### src/rtl/apu_aout_if.sv
// FIFO-side and output-stage-side signals of the APU audio output sequencer.
// master = sequencer, slave = FIFO/PWM environment.
interface apu_aout_if #(
  parameter int LEVEL_W = 5
);
  logic [LEVEL_W-1:0] fifo_level;
  logic               fifo_rvalid;
  logic [31:0]        fifo_rdata;
  logic               fifo_pop;
  logic               aout_en;
  logic [31:0]        aout_sample;
  logic               aout_sample_rdy;

  modport master (
    input  fifo_level, fifo_rvalid, fifo_rdata, aout_sample_rdy,
    output fifo_pop, aout_en, aout_sample
  );

  modport slave (
    output fifo_level, fifo_rvalid, fifo_rdata, aout_sample_rdy,
    input  fifo_pop, aout_en, aout_sample
  );
endinterface

### src/rtl/apu_aout_ctrl.sv
// Sequencer between the APU sample FIFO and the PWM output stage: prime, soft
// shift-ramp on start/stop, one sample per consume pulse, underflow counting.
//  state       | meaning
//  S_IDLE      | output off, sample held 0, atten 15
//  S_PRIME     | waiting for FIFO level to reach prime_level
//  S_RAMP_UP   | output on, atten stepping down toward 0
//  S_RUN       | output on, full scale
//  S_RAMP_DOWN | output on, atten stepping up, leaves to IDLE after step at 15
module apu_aout_ctrl #(
  parameter int LEVEL_W    = 5,
  parameter int UFLOW_W    = 8,
  parameter int RAMP_DIV_W = 4
) (
  input  logic               clk,
  input  logic               rst,
  input  logic               ctrl_enable,
  input  logic [LEVEL_W-1:0] prime_level,
  input  logic               uflow_clr,
  output logic               running,
  output logic [UFLOW_W-1:0] uflow_count,
  apu_aout_if.master         bus
);

  typedef enum logic [2:0] {
    S_IDLE, S_PRIME, S_RAMP_UP, S_RUN, S_RAMP_DOWN
  } state_t;

  state_t                state_q, state_d;
  logic [3:0]            atten_q, atten_d;
  logic [RAMP_DIV_W-1:0] step_q, step_d;
  logic [31:0]           last_q, last_d;
  logic [31:0]           sample_q, sample_d;
  logic [UFLOW_W-1:0]    uflow_q, uflow_d;

  logic              aout_en, consume, pop, uflow_evt, wrap;
  logic [31:0]       src;
  logic signed [15:0] src_l, src_r, shl, shr;
  logic [3:0]        atten_dec;

  always_comb begin
    state_d   = state_q;
    atten_d   = atten_q;
    step_d    = step_q;
    last_d    = last_q;
    sample_d  = sample_q;
    uflow_d   = uflow_q;

    aout_en   = (state_q == S_RAMP_UP) || (state_q == S_RUN) || (state_q == S_RAMP_DOWN);
    consume   = aout_en && bus.aout_sample_rdy;
    pop       = consume && bus.fifo_rvalid;
    src       = pop ? bus.fifo_rdata : last_q;
    uflow_evt = consume && !bus.fifo_rvalid &&
                ((state_q == S_RAMP_UP) || (state_q == S_RUN));
    wrap      = consume && (step_q == {RAMP_DIV_W{1'b1}});
    src_l     = src[31:16];
    src_r     = src[15:0];
    shl       = src_l >>> atten_q;
    shr       = src_r >>> atten_q;
    atten_dec = (atten_q == 4'd0) ? 4'd0 : atten_q - 4'd1;

    if (pop)
      last_d = bus.fifo_rdata;
    if (consume)
      sample_d = {shl, shr};
    if (consume && ((state_q == S_RAMP_UP) || (state_q == S_RAMP_DOWN)))
      step_d = step_q + 1'b1;

    case (state_q)
      S_IDLE: begin
        sample_d = '0;
        atten_d  = 4'd15;
        step_d   = '0;
        if (ctrl_enable)
          state_d = S_PRIME;
      end
      S_PRIME: begin
        if (!ctrl_enable)
          state_d = S_IDLE;
        else if (bus.fifo_level >= prime_level)
          state_d = S_RAMP_UP;
      end
      S_RAMP_UP: begin
        if (!ctrl_enable) begin
          state_d = S_RAMP_DOWN;
          step_d  = '0;
        end else if (wrap) begin
          atten_d = atten_dec;
          if (atten_dec == 4'd0)
            state_d = S_RUN;
        end
      end
      S_RUN: begin
        atten_d = 4'd0;
        if (!ctrl_enable) begin
          state_d = S_RAMP_DOWN;
          step_d  = '0;
        end
      end
      S_RAMP_DOWN: begin
        if (ctrl_enable) begin
          state_d = S_RAMP_UP;
          step_d  = '0;
        end else if (wrap) begin
          if (atten_q == 4'd15) begin
            // fully attenuated: drop the output and leave a clean zero behind
            state_d  = S_IDLE;
            sample_d = '0;
          end else begin
            atten_d = atten_q + 4'd1;
          end
        end
      end
      default: state_d = S_IDLE;
    endcase

    if (uflow_clr)
      uflow_d = uflow_evt ? {{(UFLOW_W-1){1'b0}}, 1'b1} : '0;
    else if (uflow_evt && (uflow_q != {UFLOW_W{1'b1}}))
      uflow_d = uflow_q + 1'b1;
  end

  always_ff @(posedge clk) begin
    if (rst) begin
      state_q  <= S_IDLE;
      atten_q  <= 4'd15;
      step_q   <= '0;
      last_q   <= '0;
      sample_q <= '0;
      uflow_q  <= '0;
    end else begin
      state_q  <= state_d;
      atten_q  <= atten_d;
      step_q   <= step_d;
      last_q   <= last_d;
      sample_q <= sample_d;
      uflow_q  <= uflow_d;
    end
  end

  assign bus.fifo_pop    = pop;
  assign bus.aout_en     = aout_en;
  assign bus.aout_sample = sample_q;
  assign running         = (state_q == S_RUN);
  assign uflow_count     = uflow_q;

endmodule

### src/flat_wrapper.sv
// flat-port wrapper written by rule: the top's interface ports become plain ports
module apu_aout_ctrl_flat 
#(
  parameter int LEVEL_W    = 5,
  parameter int UFLOW_W    = 8,
  parameter int RAMP_DIV_W = 4
)
  (clk, rst, ctrl_enable, prime_level, uflow_clr, running, uflow_count, bus_fifo_level, bus_fifo_rvalid, bus_fifo_rdata, bus_aout_sample_rdy, bus_fifo_pop, bus_aout_en, bus_aout_sample);
  apu_aout_if #(.LEVEL_W(LEVEL_W)) bus_i ();
  input  logic clk;
  input  logic rst;
  input  logic ctrl_enable;
  input  logic [LEVEL_W-1:0] prime_level;
  input  logic uflow_clr;
  output logic running;
  output logic [UFLOW_W-1:0] uflow_count;
  input wire logic [$bits(bus_i.fifo_level)-1:0] bus_fifo_level;
  input wire logic [$bits(bus_i.fifo_rvalid)-1:0] bus_fifo_rvalid;
  input wire logic [$bits(bus_i.fifo_rdata)-1:0] bus_fifo_rdata;
  input wire logic [$bits(bus_i.aout_sample_rdy)-1:0] bus_aout_sample_rdy;
  output wire logic [$bits(bus_i.fifo_pop)-1:0] bus_fifo_pop;
  output wire logic [$bits(bus_i.aout_en)-1:0] bus_aout_en;
  output wire logic [$bits(bus_i.aout_sample)-1:0] bus_aout_sample;
  assign bus_i.fifo_level = bus_fifo_level;
  assign bus_i.fifo_rvalid = bus_fifo_rvalid;
  assign bus_i.fifo_rdata = bus_fifo_rdata;
  assign bus_i.aout_sample_rdy = bus_aout_sample_rdy;
  assign bus_fifo_pop = bus_i.fifo_pop;
  assign bus_aout_en = bus_i.aout_en;
  assign bus_aout_sample = bus_i.aout_sample;
  apu_aout_ctrl #(.LEVEL_W(LEVEL_W), .UFLOW_W(UFLOW_W), .RAMP_DIV_W(RAMP_DIV_W)) u_core (.clk(clk), .rst(rst), .ctrl_enable(ctrl_enable), .prime_level(prime_level), .uflow_clr(uflow_clr), .running(running), .uflow_count(uflow_count), .bus(bus_i));
endmodule
### config.mk
export PLATFORM = sky130hd
export DESIGN_NAME = apu_aout_ctrl_flat
export DESIGN_NICKNAME = d
export VERILOG_FILES = /design/src/rtl/apu_aout_if.sv /design/src/rtl/apu_aout_ctrl.sv /design/src/flat_wrapper.sv
export SDC_FILE = /design/constraint.sdc
export NUM_CORES = 1
export LEC_CHECK = 0
export CAP_MARGIN = 20
export CORE_MARGIN = 10
export CORE_UTILIZATION = 48
export CTS_CLUSTER_DIAMETER = 200
export CTS_CLUSTER_SIZE = 25
export DETAILED_ROUTE_END_ITERATION = 16
export GPL_TIMING_DRIVEN = 0
export PLACE_DENSITY = 0.74
export SLEW_MARGIN = 20
export SYNTH_ARGS = -nofsm -noshare
export SYNTH_HDL_FRONTEND = slang
export SYNTH_SLANG_ARGS = --single-unit
### constraint.sdc
create_clock -name clk -period 2.79 [get_ports clk]
set_clock_uncertainty 0.1 [all_clocks]
set_input_delay 0.558 -clock clk [delete_from_list [all_inputs] [get_ports clk]]
set_output_delay 0.558 -clock clk [all_outputs]
set_load 0.005 [all_outputs]
==> After elaboration in Yosys (flattened, before gate mapping) <==
Index checks and enable logic that the tools add are counted.
W data, S select, Z words.
{ "word_totals": {"ff_bits": 83} }
{ "classes": {"add_sub_neg": 4, "magnitude_cmp": 1, "eq_ne": 19, "shifts": 2, "muxes": 31, "n_reduce_logical": 19} }
{ "op_table": {"columns": ["op", "n"], "rows": [
  ["$mux W32", 5],
  ["$pmux W32 S2", 1],
  ["$mux W4", 9],
  ["$sshr A16 B4 Y16", 2],
  ["$mux W3", 10],
  ["$mux W8", 2],
  ["$pmux W4 S4", 1],
  ["$pmux W3 S5", 1],
  ["$pmux W4 S3", 1],
  ["$ne A2 B2 Y1 const B", 5],
  ["$ne A3 B2 Y1 const B", 3],
  ["$add A4 B1 Y4 const B", 2],
  ["$add A8 B1 Y8 const B", 1],
  ["$eq A4 B4 Y1 const B", 2],
  ["$logic_not A4 Y1", 2],
  ["$ne A8 B8 Y1 const B", 1],
  ["$logic_and A1 B1 Y1", 7],
  ["$reduce_and A7 Y1", 1],
  ["$eq A3 B2 Y1 const B", 2],
  ["$ne A3 B3 Y1 const B", 2],
  ["$reduce_and A6 Y1", 1],
  ["$ge A5 B5 Y1", 1],
  ["$ne A2 B1 Y1 const B", 2],
  ["$reduce_bool A4 Y1", 1],
  ["other kinds (9)", 11]
]} }

==> Logic depth before layout (Yosys ltp) <==
{ "depth": {"ltp_word": 12, "mapped_depth": 12, "mapped_depth_nobuf": 9} }

==> Worst setup path before layout <==
OpenSTA, ideal clock, no wires.
{ "synth_path": {"path_kind": "in2reg", "startpoint": "input bus_fifo_rvalid", "endpoint": "register u_core.sample_q[3] (netlist: u_core.bus.aout_sample[3])", "setup_time_ns": 0.119, "arrival_ns": 2.130, "t_required_ns": 2.571, "setup_slack_ns": 0.441, "cell_stages": 9, "n_path_buf": 2, "path_cell_list": "and2_1 o21ai_2 buf_6 buf_8 mux4_2 mux2i_4 nand2_1 a211oi_1 nor2_1"} }
{ "synth_via": {"elab_chain_cells": 8} }
{ "synth_rtl": {"columns": ["item", "line_no", "text"], "rows": [
  ["start, declared", "flat_wrapper.sv:18", "input wire logic [$bits(bus_i.fifo_rvalid)-1:0] bus_fifo_rvalid;"],
  ["$logic_and A1 B1 Y1 (*)", "apu_aout_ctrl.sv:50", "pop = consume && bus.fifo_rvalid;"],
  ["$mux W32 (*)", "apu_aout_ctrl.sv:51", "src = pop ? bus.fifo_rdata : last_q;"],
  ["$sshr A16 B4 Y16 (*)", "apu_aout_ctrl.sv:58", "shr = src_r >>> atten_q;"],
  ["$mux W32 (*)", "apu_aout_ctrl.sv:63", "if (consume)"],
  ["$mux W32", "apu_aout_ctrl.sv:104", "if (atten_q == 4'd15) begin"],
  ["$mux W32", "apu_aout_ctrl.sv:103", "end else if (wrap) begin"],
  ["$mux W32", "apu_aout_ctrl.sv:100", "if (ctrl_enable) begin"],
  ["$pmux W32 S2 (*)", "apu_aout_ctrl.sv:68", "case (state_q)"],
  ["end signal, assigned", "apu_aout_ctrl.sv:135", "sample_q <= sample_d;"],
  ["end, declared", "apu_aout_ctrl.sv:32", "logic [31:0] sample_q, sample_d;"]
]} }
Every way passes the cells marked *; elsewhere a longest branch is shown, timed or not.
A chain may end at the register's enable or synchronous reset.

==> Worst setup path in the final report <==
{ "layout_path": {"startpoint": "register u_core.state_q[1]", "endpoint": "output bus_aout_en"} }
{ "layout_via": {"elab_chain_cells": 3} }
{ "layout_rtl": {"columns": ["item", "line_no", "text"], "rows": [
  ["start, declared", "apu_aout_ctrl.sv:28", "state_t state_q, state_d;"],
  ["start signal, assigned", "apu_aout_ctrl.sv:131", "state_q <= state_d;"],
  ["$eq A3 B2 Y1", "apu_aout_ctrl.sv:48", "aout_en = (state_q == S_RAMP_UP) || (state_q == S_RUN) || (state_q == S_RAMP_DOWN);"],
  ["$logic_or A1 B1 Y1", "apu_aout_ctrl.sv:48", null],
  ["$logic_or A1 B1 Y1 (*)", "apu_aout_ctrl.sv:48", null],
  ["end, declared", "flat_wrapper.sv:22", "output wire logic [$bits(bus_i.aout_en)-1:0] bus_aout_en;"]
]} }
Marks and branches as above.

==> impl_metrics.tcl <==
set metrics [dict create \
    synth_area_leaders "dfxtp_1, mux4_2, mux2i_1" \
    cts.sink_count 83 \
    vias_per_cell 6.02 \
    grt_overflow 0 \
    clk_pin_slew_ns 0.09 \
    grt_util_met1 0.301 \
    cts_buffers 9 \
    hp-start "u_core.bus.aout_sample[14]$_SDFF_PP0_" \
    peakVddDrop_mv 0.224 \
    layout_common_cells "clkdlybuf4s50_1, dfxtp_1, nor2_1" \
    syn_nets 620 \
    die_area_mm2 0.0147 \
    layout.cells.most_common "clkdlybuf4s50_1" \
    wirelength_um 15700 \
    gr-max-usage-layer "met2" \
    synth_simple_gate_area_share 0.170 \
    cts_tree "yes" \
    synth-seq-cells 83 \
    start_util 0.498 \
    core-area_mm2 0.00986 \
    setup_violations 0 \
    leakage_nw 2.37 \
    fp.dieH_um 121 \
    cellPowerDensity_mw_per_mm2 421 \
    drive_gt1_frac 0.122 \
    dr.pass1.iters 6 \
    worstSkewPairLatency_ns 0.37 \
    routed-via-count 4837 \
    clockBufferDepth 2 \
    die_x_um 121 \
    finalHoldViolCount 0 \
    synth_mux_area_frac 0.204 \
    grt_usage 0.211 \
    synthAdderAreaFrac 0.0255 \
    synth_cells 562 \
    wl_per_cell_um 19.5 \
    synth_edf_count 0 \
    synth_top_family_by_area "multiplexers" \
    worstPathMaxFanout 10 \
    grt_max_degree 16 \
    areaGrowthSynthToFinish_pct 26.6 \
    nets 724 \
    synth_xor_xnor_area_share 0.0143 \
    path_class "flip-flop to output pin" \
    synth.top_cell.area_share 0.338 \
    synthArstFlopShare 0 \
    tns_ns 0 \
    critPathArrivalTime_ns 2.10 \
    whs_path_depth 2 \
    first_global_vias 4647 \
    tightest_slew_ns 0.874 \
    finalMaxSlewViolations 0 \
    synth_compound_area_frac 0.198 \
    cts_root_buffer "clkbuf_8" \
    rows 36 \
    fin_total_pwr_w 0.00262 \
    gp_congestion 0.927 \
    status "complete, no violations" \
    drc 0 \
    yosysWarnings 0 \
    cts_htree_levels 3 \
    fin_crit_ns 2.76 \
    ys.flop_type "dfxtp_1" \
    dpl_worst_slack_ns -0.703 \
    hp-class "flip-flop to flip-flop" \
    maxCapViolCount 0 \
    drtAntennaViolNets 0 \
    max_slew_margin 0.413 \
    critPathCaptureType "output pin" \
    hold_end "u_core.bus.aout_sample[14]$_SDFF_PP0_" \
    startpoint_type "flip-flop" \
    worstPathRequired_ns 2.13 \
    use_met2 0.313 \
    io_buffers 90 \
    final_cell_area_mm2 0.00622 \
    fmaxAchievable_mhz 363 \
    insertedDiodeCount 0 \
    r2r_end "u_core.state_q[0]$_SDFFE_PP0P_" \
    rsz0062_at_grt "yes" \
    synth.distinct_cells 64 \
    avgSynthCellArea_um2 8.75 \
    ios 91 \
    r2r_start "u_core.atten_q[1]$_SDFFE_PP1P_" \
    dp_hpwl_um 12200 \
    dpl_cell_area_mm2 0.00598 \
    drt-initial-drc-count 550 \
    netlist_area_mm2 0.00492 \
    worst_slack_ns 0.0336 \
    r2r_slack_ns 0.13 \
    fin_crit_sh 0.988 \
    yosysSeqAreaShare 0.338 \
    reg2reg_depth 9 \
    synth_top_cell_by_area "dfxtp_1" \
    antenna_found_initial 0 \
    grt_pass1_wl_um 25100 \
    met3_usage 0.0405 \
]
==> area by class of cell <==
type,count,area [um2]
Multi-Input combinational cell,426,3030
Inverter,14,55.1
Buffer,39,208
Timing Repair Buffer,93,921
Sequential cell,83,1660
Clock inverter,7,52.6
Fill cell,873,3640
Clock buffer,9,124
Tap cell,133,166
==> repair_timing <==
action	CTS	global route
cloned	0	0
buffers inserted	3	0
gates resized for setup	9	11
setup endpoints to repair	16	8
hold buffers	0	0
pin swaps	1	0
==> state kept, by name, summed over array words and instances (netlist names) <==
name	cells
u_core.atten_q	4
u_core.bus.aout_sample	32
u_core.last_q	32
u_core.state_q	3
u_core.step_q	4
u_core.uflow_count	8
==> stage by stage <==
stage          std cells   util  hold WS (ns)
2_1_floorplan        562      -         0.336
3_5_place_dp         785  0.607         0.349
6_report             804  0.631         0.358
4_1_cts              804  0.628         0.361
5_1_grt              804  0.631         0.394
3_3_place_gp         785  0.607         0.340
==> critical path, cell delays in order (launching register included) <==
cell and delay (ns):
dfxtp_1 0.33, buf_6 0.14, or3b_1 0.50, nand2_1 0.22, clkdlybuf4s50_1 0.54
==> where the power goes <==
part	internal (W)	switching, W
combinational	0.000242	0.000346
sequential	0.00121	0.0000150
clock	0.000329	0.000481
==> cells by family (layout without fill, tap and decap cells) <==
logic type      after synthesis  after routing
simple gates                188            188
compound gates              152            152
flops                        83             83
mux                          68             68
buf+inv                      53            162
fa+ha+maj                    10             10
xor+xnor                      8              8
==> worst max-delay path by stage <==
stage | start | endpoint | slack [ns] | cells past startpoint
finish | u_core.state_q[1]$_SDFFE_PP0P_ | bus_aout_en | 0.03 | 4
global route | bus_fifo_rvalid | u_core.bus.aout_sample[3]$_SDFF_PP0_ | -0.04 | 11
CTS | bus_fifo_rvalid | u_core.bus.aout_sample[12]$_SDFF_PP0_ | 0.02 | 10
detailed placement | bus_fifo_rvalid | u_core.bus.aout_sample[12]$_SDFF_PP0_ | -0.70 | 10
global placement | bus_fifo_rvalid | u_core.bus.aout_sample[12]$_SDFF_PP0_ | -0.63 | 10
floorplan | bus_fifo_rvalid | u_core.bus.aout_sample[3]$_SDFF_PP0_ | 0.44 | 9
==> cell usage after synthesis, types with 10 or more instances <==
library cell   n
dfxtp_1       83
nor2_1        74
nand2_1       56
mux2i_1       36
a21oi_1       35
o21ai_0       32
clkbuf_1      27
mux4_2        24
nand3_1       20
o21ai_1       14
inv_1         11
nor3_1        11
o211ai_1      11
ha_1          10
==> routing by layer <==
| metal | share of wire | wire length, um | vias to the layer above |
|---|---|---|---|
| met4 | 0.013 | 212 | 0 |
| met2 | 0.44 | 6850 | 228 |
| li1 | - | - | 2281 |
| met1 | 0.47 | 7350 | 2307 |
| met5 | 0 | 0 | - |
| met3 | 0.083 | 1310 | 21 |
(Power assumes the default switching activity.)
